<file path="src/rtl/bw_io_jtag_pkg.sv">
// Shared TAP state encoding, opcodes and data-register select helper for the
// DDR pad-ring boundary-scan controller.
package bw_io_jtag_pkg;

    localparam int IR_W = 4;

    localparam logic [IR_W-1:0] OP_EXTEST = IR_W'(4'h0);
    localparam logic [IR_W-1:0] OP_SAMPLE = IR_W'(4'h1);
    localparam logic [IR_W-1:0] OP_HIGHZ  = IR_W'(4'h2);
    localparam logic [IR_W-1:0] OP_BYPASS = IR_W'(4'hF);

    // Classic 1149.1 reference encoding so a logic analyser trace reads naturally.
    typedef enum logic [3:0] {
        TLR       = 4'hF,
        RTI       = 4'hC,
        SEL_DR    = 4'h7,
        CAP_DR    = 4'h6,
        SHIFT_DR  = 4'h2,
        EXIT1_DR  = 4'h1,
        PAUSE_DR  = 4'h3,
        EXIT2_DR  = 4'h0,
        UPDATE_DR = 4'h5,
        SEL_IR    = 4'h4,
        CAP_IR    = 4'hE,
        SHIFT_IR  = 4'hA,
        EXIT1_IR  = 4'h9,
        PAUSE_IR  = 4'hB,
        EXIT2_IR  = 4'h8,
        UPDATE_IR = 4'hD
    } tap_state_e;

    function automatic logic is_bsr_op(input logic [IR_W-1:0] ir);
        return (ir == OP_EXTEST) || (ir == OP_SAMPLE);
    endfunction

endpackage

</file>
<file path="src/rtl/bw_io_tap_fsm.sv">
// IEEE 1149.1 16-state TAP controller; exposes current and next state so the
// instruction logic can act on the edge that enters Test-Logic-Reset.
module bw_io_tap_fsm
    import bw_io_jtag_pkg::*;
(
    input  logic       clk,
    input  logic       rst_l,
    input  logic       tms,
    output tap_state_e state,
    output tap_state_e state_nxt
);

    tap_state_e state_q;
    tap_state_e nxt;

    always_ff @(posedge clk or negedge rst_l) begin
        if (!rst_l) state_q <= TLR;
        else        state_q <= nxt;
    end

    always_comb begin
        nxt = state_q;
        case (state_q)
            TLR:       nxt = tms ? TLR       : RTI;
            RTI:       nxt = tms ? SEL_DR    : RTI;
            SEL_DR:    nxt = tms ? SEL_IR    : CAP_DR;
            CAP_DR:    nxt = tms ? EXIT1_DR  : SHIFT_DR;
            SHIFT_DR:  nxt = tms ? EXIT1_DR  : SHIFT_DR;
            EXIT1_DR:  nxt = tms ? UPDATE_DR : PAUSE_DR;
            PAUSE_DR:  nxt = tms ? EXIT2_DR  : PAUSE_DR;
            EXIT2_DR:  nxt = tms ? UPDATE_DR : SHIFT_DR;
            UPDATE_DR: nxt = tms ? SEL_DR    : RTI;
            SEL_IR:    nxt = tms ? TLR       : CAP_IR;
            CAP_IR:    nxt = tms ? EXIT1_IR  : SHIFT_IR;
            SHIFT_IR:  nxt = tms ? EXIT1_IR  : SHIFT_IR;
            EXIT1_IR:  nxt = tms ? UPDATE_IR : PAUSE_IR;
            PAUSE_IR:  nxt = tms ? EXIT2_IR  : PAUSE_IR;
            EXIT2_IR:  nxt = tms ? UPDATE_IR : SHIFT_IR;
            UPDATE_IR: nxt = tms ? SEL_DR    : RTI;
            default:   nxt = TLR;
        endcase
    end

    always_comb begin
        state     = state_q;
        state_nxt = nxt;
    end

endmodule

</file>
<file path="src/rtl/bw_io_ddr_bscan_ctl.sv">
// Boundary-scan TAP and instruction decoder for the DDR pad ring: drives the
// BSR control strobes into every DQ/DQS slice and muxes the chain tail onto tdo.
module bw_io_ddr_bscan_ctl
    import bw_io_jtag_pkg::*;
(
    input  logic clk,
    input  logic rst_l,
    input  logic tms,
    input  logic tdi,
    output logic tdo,
    output logic tdo_en,
    output logic bsi,
    input  logic bso,
    output logic shift_dr,
    output logic clock_dr,
    output logic update_dr,
    output logic mode_ctrl,
    output logic hiz_l
);

    tap_state_e      state;
    tap_state_e      state_nxt;
    logic [IR_W-1:0] ir;
    logic [IR_W-1:0] ir_shift;
    logic            bypass_reg;
    logic            bsr_sel;

    bw_io_tap_fsm u_fsm (
        .clk       (clk),
        .rst_l     (rst_l),
        .tms       (tms),
        .state     (state),
        .state_nxt (state_nxt)
    );

    assign bsr_sel = is_bsr_op(ir);

    // Entering TLR forces BYPASS on the same edge, so pads release immediately.
    always_ff @(posedge clk or negedge rst_l) begin
        if (!rst_l) begin
            ir <= OP_BYPASS;
        end else if (state_nxt == TLR) begin
            ir <= OP_BYPASS;
        end else if (state == UPDATE_IR) begin
            ir <= ir_shift;
        end
    end

    always_ff @(posedge clk or negedge rst_l) begin
        if (!rst_l) begin
            ir_shift <= '0;
        end else if (state == CAP_IR) begin
            ir_shift <= IR_W'(2'b01);
        end else if (state == SHIFT_IR) begin
            ir_shift <= {tdi, ir_shift[IR_W-1:1]};
        end
    end

    always_ff @(posedge clk or negedge rst_l) begin
        if (!rst_l) begin
            bypass_reg <= 1'b0;
        end else if (state == CAP_DR) begin
            bypass_reg <= 1'b0;
        end else if (state == SHIFT_DR) begin
            bypass_reg <= tdi;
        end
    end

    always_ff @(posedge clk or negedge rst_l) begin
        if (!rst_l) begin
            tdo    <= 1'b0;
            tdo_en <= 1'b0;
        end else begin
            tdo_en <= (state == SHIFT_IR) || (state == SHIFT_DR);
            if (state == SHIFT_IR)      tdo <= ir_shift[0];
            else if (state == SHIFT_DR) tdo <= bsr_sel ? bso : bypass_reg;
            else                        tdo <= 1'b0;
        end
    end

    // Strobes depend only on registered state and IR, never on the live tms.
    always_comb begin
        clock_dr  = bsr_sel && ((state == CAP_DR) || (state == SHIFT_DR));
        shift_dr  = bsr_sel && (state == SHIFT_DR);
        update_dr = bsr_sel && (state == UPDATE_DR);
        bsi       = bsr_sel && tdi;
        mode_ctrl = (ir == OP_EXTEST) || (ir == OP_HIGHZ);
        hiz_l     = (ir != OP_HIGHZ);
    end

endmodule

</file>
<file path="config.mk">
export PLATFORM = sky130hd
export DESIGN_NAME = bw_io_ddr_bscan_ctl
export DESIGN_NICKNAME = d
export VERILOG_FILES = /design/src/rtl/bw_io_jtag_pkg.sv /design/src/rtl/bw_io_tap_fsm.sv /design/src/rtl/bw_io_ddr_bscan_ctl.sv
export SDC_FILE = /design/constraint.sdc
export NUM_CORES = 1
export LEC_CHECK = 0
export ABC_AREA = 0
export CAP_MARGIN = 20
export CORE_AREA = 5 5 55 57
export CTS_CLUSTER_SIZE = 20
export DETAILED_ROUTE_END_ITERATION = 7
export DIE_AREA = 0 0 60 62
export SLEW_MARGIN = 20
export SYNTH_ARGS = -nofsm -noshare
export SYNTH_HDL_FRONTEND = slang
export SYNTH_HIERARCHICAL = 1
export SYNTH_SLANG_ARGS = --single-unit
</file>
<file path="constraint.sdc">
create_clock -name clk -period 1.57 [get_ports clk]
set_input_delay 0.157 -clock clk [delete_from_list [all_inputs] [get_ports clk]]
set_output_delay 0.157 -clock clk [all_outputs]
set_load 0.01 [all_outputs]
</file>
# [Yosys cells after proc, flatten, opt, wreduce, memory -nomap -nowiden]
# Cells that the tools add are included.
[word_totals] ff_bits=15 out_inout_bits=8 elab_cells=63
[classes] eq_ne=19 mux=22 n_reduce_logical=16
[ops] cell="case mux 4 bit (12 select lines)" count=1
[ops] cell="== test 4 bit (second input constant)" count=9
[ops] cell="2-to-1 mux 4 bit" count=5
[ops] cell="== test 4 x 3 -> 1 bit (second input constant)" count=4
[ops] cell="== test 4 x 2 -> 1 bit (second input constant)" count=3
[ops] cell="2-to-1 mux 2 bit" count=6
[ops] cell="2-to-1 mux 3 bit" count=4
[ops] cell="== test 4 x 1 -> 1 bit (second input constant)" count=2
[ops] cell="logical NOT 4 bit" count=2
[ops] cell="2-to-1 mux 1 bit" count=6
[ops] cell="nonzero test 2 bit" count=3
[ops] cell="logical AND 1 bit" count=4
[ops] cell="logical OR 1 bit" count=4
[ops] cell="inequality test 4 x 2 -> 1 bit (second input constant)" count=1
[ops] cell="OR reduction 2 bit" count=2
[ops] cell="OR reduction 3 bit" count=1

# [Depth between registers and ports, before layout]
# Gate-level depths: netlist (run 1).
[logic_depth] depth_word=5 mapped_depth=5

# [Modules after synthesis]
# Netlist (run 1), hierarchy kept.
[modules_own_cells] mod="bw_io_ddr_bscan_ctl" instances=1 cells_per_inst=52 area_each_um2=543.0
[modules_own_cells] mod="bw_io_tap_fsm" instances=1 cells_per_inst=19 area_each_um2=197.7

# [Worst setup path before layout (run 1)]
# Ideal clock, no wire load.
[synth_path] kind="flip-flop to output port" startpoint="register u_fsm.state_q[1] (netlist: u_fsm/state[1])" endpoint="output shift_dr" t_arrival_ns=1.166 path_slack_ns=0.247 path_stages_with_launch=4 n_path_buf=0 cell_sequence="dfstp_2 nand2b_1 or2_1 nor3_2"
[synth_via] elab_chain_cells=2
[synth_lines] element="start: declaration" line_no="bw_io_tap_fsm.sv:13" text="tap_state_e state_q;"
[synth_lines] element="start signal: assignment" line_no="bw_io_tap_fsm.sv:18" text="else state_q <= nxt;"
[synth_lines] element="== test 4 x 2 -> 1 bit" line_no="bw_io_ddr_bscan_ctl.sv:84" text="shift_dr = bsr_sel && (state == SHIFT_DR);"
[synth_lines] element="logical AND 1 bit" line_no="bw_io_ddr_bscan_ctl.sv:84"
[synth_lines] element="end: declaration" line_no="bw_io_ddr_bscan_ctl.sv:14" text="output logic shift_dr,"
# Every way passes these cells.

# [Final worst setup path (run 1)]
[layout_path] startpoint="register ir[1]" endpoint="output shift_dr"
[layout_via] elab_chain_cells=3 elab_cells_between_ends=4 classes_between="eq/ne (1); reduce/logical (3)"
[layout_lines] element="start: declaration" line_no="bw_io_ddr_bscan_ctl.sv:23" text="logic [IR_W-1:0] ir;"
[layout_lines] element="start signal: assignment" line_no="bw_io_ddr_bscan_ctl.sv:45" text="ir <= ir_shift;"
[layout_lines] element="== test 4 x 1 -> 1 bit or logical NOT 4 bit (tied branches)" line_no="bw_io_jtag_pkg.sv:33" text="return (ir == OP_EXTEST) || (ir == OP_SAMPLE);"
[layout_lines] element="logical OR 1 bit (*)" line_no="bw_io_jtag_pkg.sv:33"
[layout_lines] element="logical AND 1 bit (*)" line_no="bw_io_ddr_bscan_ctl.sv:84"
# Every way passes the cells marked *; elsewhere a longest branch is shown, timed or not.

==> out/metrics.csv, run 1 <==
metric,value,unit
routed_wl,1700,um
synth_cell_type_count,28,
first_pass_grt_wire_length,2680,um
cts_buffer_count,3,
layout-drive-gt1-share,38.8,%
critPathSlowestCell,sky130_fd_sc_hd__or3_4,
place_congestion,0.808,
nets,104,
post_dp_cell_area,973,sq um
postSynthNetCount,76,
first_iter_violations,22,
synth.yosys.warnings,6,
failing_checks,negative setup slack,
rsz0062_at_grt,yes,
tritoncts,built,
share_seq_of_total_power,41.1,%
ys.flop_type,sky130_fd_sc_hd__dfstp_2,
globalRouteOverflowTotal,0,
numPortBuffers,12,
cts.clk_slew.worst_paths,0.09,ns
chipWidth,60,um
synth.most_common_cell,sky130_fd_sc_hd__nand2_1,
arrival,1.44,ns
grt_util_all_layers,10.2,%
power.internal,1.18,mW
placeableCoreArea,2430,sq um
initial_cell_density_of_the_core,30.5,%
post-route-worst-setup-slack,-0.0246,ns
post_drt_via_cell_ratio,4.92,
max_freq,627,MHz
worst_margin_pin_slew,0.290,ns
syn2layout_area_growth,37.8,%
worst_skew_pair.late_latency,0.28,ns
fp.dieArea,3720,sq um
dp.final_hpwl,1270,um
yosys.area.top_type,sky130_fd_sc_hd__dfstp_2,
cts_sinks,15,
setup-violations-final,1,
num_io_pins,13,
final_antenna_net_count,0,
drt_first_pass_iters,4,
synth-async-reset-ratio,100,%
critPathRequiredTime,1.41,ns
power.combinational.fraction,47.8,%
detailroute.via_count,630,
ctsRootBufferMaster,sky130_fd_sc_hd__clkbuf_4,
fin_worst_hold_slack,0.185,ns
netSwitchingFraction,38.1,%
crit_fanout,3,
netlist_top_cells_area,"sky130_fd_sc_hd__dfstp_2 (28%), sky130_fd_sc_hd__dfrtp_1 (24%), sky130_fd_sc_hd__nand2_1 (6.6%)",
cts.path.max_buffers,2,
critPathKind,reg -> out,
power.switching,0.728,mW
average_instance_area_after_synthesis,10.4,sq um
cts.htree.levels,1,
synth-seq-cells,15,
number_of_synthesized_flops_with_an_enable_pin,0,
powerDensity,1870,nW/um^2
finalHoldViolations,0,
cap_violations,0,
placement_rows,18,
slew_headroom,80.6,%
postSynthCellCount,71,
fin_crit_sh,102,%
crit_path_end_kind,output pin,
finalClockSkew,0.0103,ns
floorplan.die.height,62,um
start_kind,flip-flop,
vdd.ir_drop.worst,918,uV
route.detailed.drc,0,
hold_path.class,in -> async,
timing.critical_path.slowest_cell_delay,0.41,ns
synth_seq_area_share,52.0,%
mappedNetlistArea,741,sq um
status,finished with violations,
final.fill_count,238,
timing.final.crit_period,1.59,ns
grt_antenna_before_repair,0,
p_leak,0.465,nW
design_area,1020,sq um
grt_pass1_vias,580,
detail_route.wl_per_cell,13.3,um
clock_power_share,11.1,%
grt_start_max_net_pins,16,
post-synth-top-area-fraction,28.4,%
antenna_fix_cells,0,
slew_violations,0,
commonest_cells_in_the_netlist,"sky130_fd_sc_hd__nand2_1 (13), sky130_fd_sc_hd__dfstp_2 (8), sky130_fd_sc_hd__dfrtp_1 (7), sky130_fd_sc_hd__nand2b_1 (4), sky130_fd_sc_hd__nor3_1 (4)",
timing.critical_path.cells,or3_4 -> buf_6 -> nor3_4 -> buf_2,
-- kinds of logic after synthesis --
family                 Yosys count  synth area share [%]
flip-flops                      15                  52.0
buffers and inverters            3                  2.03
multiplexers                     3                  4.05
AO/OA/AOI/OAI                   15                  13.7
AND/OR/NAND/NOR                 35                  28.2
-- final cells by class --
cell class              instances  area (sq um)  share of cell area (%)
multi-input cells              53           364                    35.7
repair buffers                 24           195                    19.1
clock buffers                   3          22.5                    2.21
clock inverters                 1          5.00                   0.490
well taps                      30          37.5                    3.68
inverters                       2          7.51                   0.735
flip-flops and latches         15           389                    38.1
-- worst max-delay path, delay by kind of cell (launching register included) --
kind                   cells  cell delay (ns)
buffers and inverters      2             0.29
DFF                        1             0.38
and+or+nand+nor            2             0.49
-- worst paths after layout --
check                               start        to  slack, ns  cells after the start
setup / recovery                    ir[1]  shift_dr      -0.02                      4
hold / removal                      rst_l       tdo       0.18                      2
setup reg to reg           u_fsm/state[2]     ir[0]       0.06                      6
hold reg to reg                     ir[0]     ir[0]       0.51                      2
max in group asynchronous           rst_l     ir[3]       1.13                      2
min in group clk                    ir[0]     ir[0]       0.51                      2
-- power by group through the flow --
stage / sequential, mW / clock [mW] / combinational, mW
after CTS: 0.765 / 0.222 / 0.873
after detailed placement: 0.771 / 0 / 0.863
final: 0.785 / 0.212 / 0.914
after global routing: 0.815 / 0.245 / 0.988
after global placement: 0.762 / 0 / 0.834
after floorplan: 0.791 / 0 / 0.468
-- metrics by stage --
stage	setup slack (ns)	TNS, ns	util [%]	std cells	total power, mW
final	-0.0246	-0.0246	42.0	128	1.91
after global routing	-0.0932	-0.198	42.0	128	2.05
after CTS	-0.0205	-0.0205	41.0	127	1.86
after detailed placement	-0.129	-0.317	40.0	123	1.63
after global placement	-0.116	-0.282	40.0	123	1.60
after floorplan	0.247	0	-	71	1.26
-- timing repair --
action / 4_1_cts / 5_1_grt
pin swaps: 2 / 3
resized for setup: 19 / 6
setup endpoints to repair: 6 / 9
buffers inserted: 0 / 1
hold buffers: 0 / 0
-- cells in the final DEF, fill, tap and decap left out, types with 2 or more instances in the layout --
cell type and instances:
sky130_fd_sc_hd__mux2i_1 3, sky130_fd_sc_hd__buf_2 3, sky130_fd_sc_hd__buf_4 10, sky130_fd_sc_hd__o21ai_1 3, sky130_fd_sc_hd__dfrtp_1 7, sky130_fd_sc_hd__o211ai_1 2
sky130_fd_sc_hd__nand3b_1 2, sky130_fd_sc_hd__nand2_1 13, sky130_fd_sc_hd__buf_6 2, sky130_fd_sc_hd__o21ai_0 3, sky130_fd_sc_hd__clkbuf_4 3, sky130_fd_sc_hd__inv_1 2
sky130_fd_sc_hd__dlygate4sd2_1 2, sky130_fd_sc_hd__nand2b_1 4, sky130_fd_sc_hd__nor3_2 3, sky130_fd_sc_hd__a21oi_1 2, sky130_fd_sc_hd__dfstp_2 7, sky130_fd_sc_hd__clkdlybuf4s50_1 6
sky130_fd_sc_hd__nor2_1 2, sky130_fd_sc_hd__nand4_1 2
-- metal layers --
metal,GRT usage (%),share of wire [%]
met1,11.7,43
met3,2.69,6.9
met4,7.59,2.0
met2,16.5,48
met5,0,0
Note: power is estimated with default switching activity, not from simulation.
==> run 2, diff against run 1 <==
--- a/config.mk
+++ b/config.mk
@@ -7,10 +7,11 @@
 export LEC_CHECK = 0
 export ABC_AREA = 0
 export CAP_MARGIN = 20
-export CORE_AREA = 5 5 55 57
+export CORE_AREA = 2 2 52 54
 export CTS_CLUSTER_SIZE = 20
 export DETAILED_ROUTE_END_ITERATION = 7
-export DIE_AREA = 0 0 60 62
+export DIE_AREA = 0 0 54 56
+export DONT_BUFFER_PORTS = 1
 export SLEW_MARGIN = 20
 export SYNTH_ARGS = -nofsm -noshare
 export SYNTH_HDL_FRONTEND = slang
==> out/metrics.csv, run 2 (synthesized netlist as in run 1, its figures left out) <==
metric,value,unit,change
tritoncts,built,,
worst_skew_pair.late_latency,0.29,ns,about the same
clock_power_share,12.4,%,+1.3 points
initial_cell_density_of_the_core,30.5,%,unchanged
cts_buffer_count,3,,unchanged
grt_antenna_before_repair,0,,unchanged
sequential_cell_area,385,sq um,-0.96%
timing.final.crit_period,1.56,ns,-0.0392 ns
nets,89,,-14%
power.internal,1.09,mW,-7.7%
setup_tns,0,ns,+0.0246 ns
worst_margin_pin_slew,0.685,ns,+0.394 ns
rsz0062_at_grt,yes,,
post_drt_via_cell_ratio,5.25,,+6.6%
regToRegEndpoint,ir[0],,
drt_first_pass_iters,4,,unchanged
cts.clk_slew.worst_paths,0.10,ns,about the same
reg2reg_slack,0.06,ns,about the same
syn2layout_area_growth,21.6,%,
slew_headroom,54.2,%,-26 points
start_kind,flip-flop,,
power.combinational.fraction,43.0,%,-4.8 points
globalRouteOverflowTotal,0,,unchanged
slew_violations,0,,unchanged
area_of_the_multi_input_gates,370,sq um,+1.7%
critPathRequiredTime,1.41,ns,about the same
placeableCoreArea,2430,sq um,unchanged
design_area,901,sq um,-12%
detail_route.wl_per_cell,13.9,um,+4.4%
p_leak,0.401,nW,-14%
critPathKind,reg -> out,,
detailroute.via_count,593,,-5.9%
cap_violations,0,,unchanged
crit_path_end_kind,output pin,,
share_seq_of_total_power,44.6,%,+3.5 points
dp.final_hpwl,1090,um,-14%
fin_crit_sh,99.1,%,-2.5 points
route.detailed.drc,0,,unchanged
fp.dieArea,3020,sq um,-19%
numPortBuffers,0,,-12
worstSetupStartpoint,u_fsm/state[1],,
netSwitchingFraction,39.8,%,+1.7 points
chipWidth,54,um,-10%
grt_start_max_net_pins,16,,unchanged
cts_sinks,15,,unchanged
crit_fanout,4,,+1
first_pass_grt_wire_length,2470,um,-8.0%
floorplan.die.height,56,um,-9.7%
worstReg2RegStart,u_fsm/state[2],,
grt_pass1_vias,539,,-7.1%
status,"finished, final reports clean",,
cts.htree.levels,1,,unchanged
reg2regPathDepth,6,,unchanged
setup-violations-final,0,,-1
routed_wl,1570,um,-7.8%
max_freq,643,MHz,+2.5%
antenna_fix_cells,0,,unchanged
layout.cells.most_common,sky130_fd_sc_hd__nand2_1,,
cts.path.max_buffers,2,,unchanged
final.fill_count,249,,+4.6%
layout-drive-gt1-share,33.7,%,-5.0 points
post_dp_cell_area,786,sq um,-19%
ctsRootBufferMaster,sky130_fd_sc_hd__clkbuf_4,,
hold_path.class,in -> reg,,
vdd.ir_drop.worst,759,uV,-17%
first_iter_violations,15,,-32%
finalHoldViolations,0,,unchanged
power.switching,0.722,mW,-0.84%
num_io_pins,13,,unchanged
final_antenna_net_count,0,,unchanged
timing_endpoint_of_the_critical_path,shift_dr,,
place_congestion,0.736,,-8.9%
arrival,1.40,ns,-0.04 ns
layout_common_cells,"sky130_fd_sc_hd__nand2_1 (13), sky130_fd_sc_hd__dfstp_2 (8), sky130_fd_sc_hd__dfrtp_1 (7), sky130_fd_sc_hd__buf_4 (7)",,
powerDensity,2010,nW/um^2,+7.6%
grt_util_all_layers,11.4,%,+1.2 points
finalClockSkew,0.0117,ns,+0.00142 ns
placement_rows,18,,unchanged
power.total,1.81,mW,-5.1%
[run 2: changes by cell type in the layout (fill, tap and decap cells not counted), sizes merged]
cell / change
buf: -8
clkbuf: -1
clkdlybuf4s50: -6
dlygate4sd2: -2
dlygate4sd3: +2
[run 2: power groups by stage]
stage	logic (mW)	clock network, mW	registers (mW)
2_1_floorplan	0.468	0	0.791
3_3_place_gp	0.564	0	0.835
3_5_place_dp	0.570	0	0.846
4_1_cts	0.651	0.231	0.810
5_1_grt	0.863	0.250	0.842
6_report	0.779	0.225	0.809
[run 2: per-stage QoR]
step                      util (%)  std cells  hold slack (ns)  setup WS (ns)
after floorplan                  -         71           -0.139          0.247
after global placement        32.3        102           -0.138          0.160
after CTS                     35.1        109           0.0229       -0.00727
final                         37.0        113           0.0376         0.0146
after detailed placement      32.3        102           -0.138          0.154
after global routing          37.0        113           0.0271        -0.0617
[run 2: worst min-delay path by stage]
stage,startpoint,to,slack (ns),cells after the start
after floorplan,rst_l,bypass_reg,-0.14,0
after global placement,rst_l,ir_shift[1],-0.14,0
after detailed placement,rst_l,ir_shift[1],-0.14,0
after CTS,tms,u_fsm/state[0],0.02,1
after global routing,tms,u_fsm/state[0],0.03,1
final,tms,u_fsm/state[0],0.04,1
[run 2: cell type report]
type | instances | area share [%]
flip-flops and latches | 15 | 42.8
multi-input cells | 53 | 41.1
repair buffers | 9 | 8.06
well taps | 30 | 4.17
clock buffers | 3 | 2.50
inverters | 2 | 0.833
clock inverters | 1 | 0.556
[run 2: per-layer routing]
layer | share of wire, % | vias up | GRT usage (%)
li1 | - | 279 | -
met1 | 46 | 289 | 14.9
met2 | 45 | 23 | 15.7
met3 | 6.6 | 2 | 3.76
met4 | 1.7 | 0 | 7.50
met5 | 0 | - | 0
[run 2: repair_timing]
action / 4_1_cts / 5_1_grt
resized for setup: 2 / 3
pin swaps: 1 / 4
endpoints found under the hold margin: 16 / 0
setup buffers: 1 / 4
endpoints found under the setup margin: 3 / 3
hold buffers: 2 / 0
[run 2: critical path: stages (launching register included)]
cell and delay (ns):
sky130_fd_sc_hd__dfstp_2 0.57, sky130_fd_sc_hd__nand2b_4 0.07, sky130_fd_sc_hd__or2_4 0.26, sky130_fd_sc_hd__nor3_4 0.22
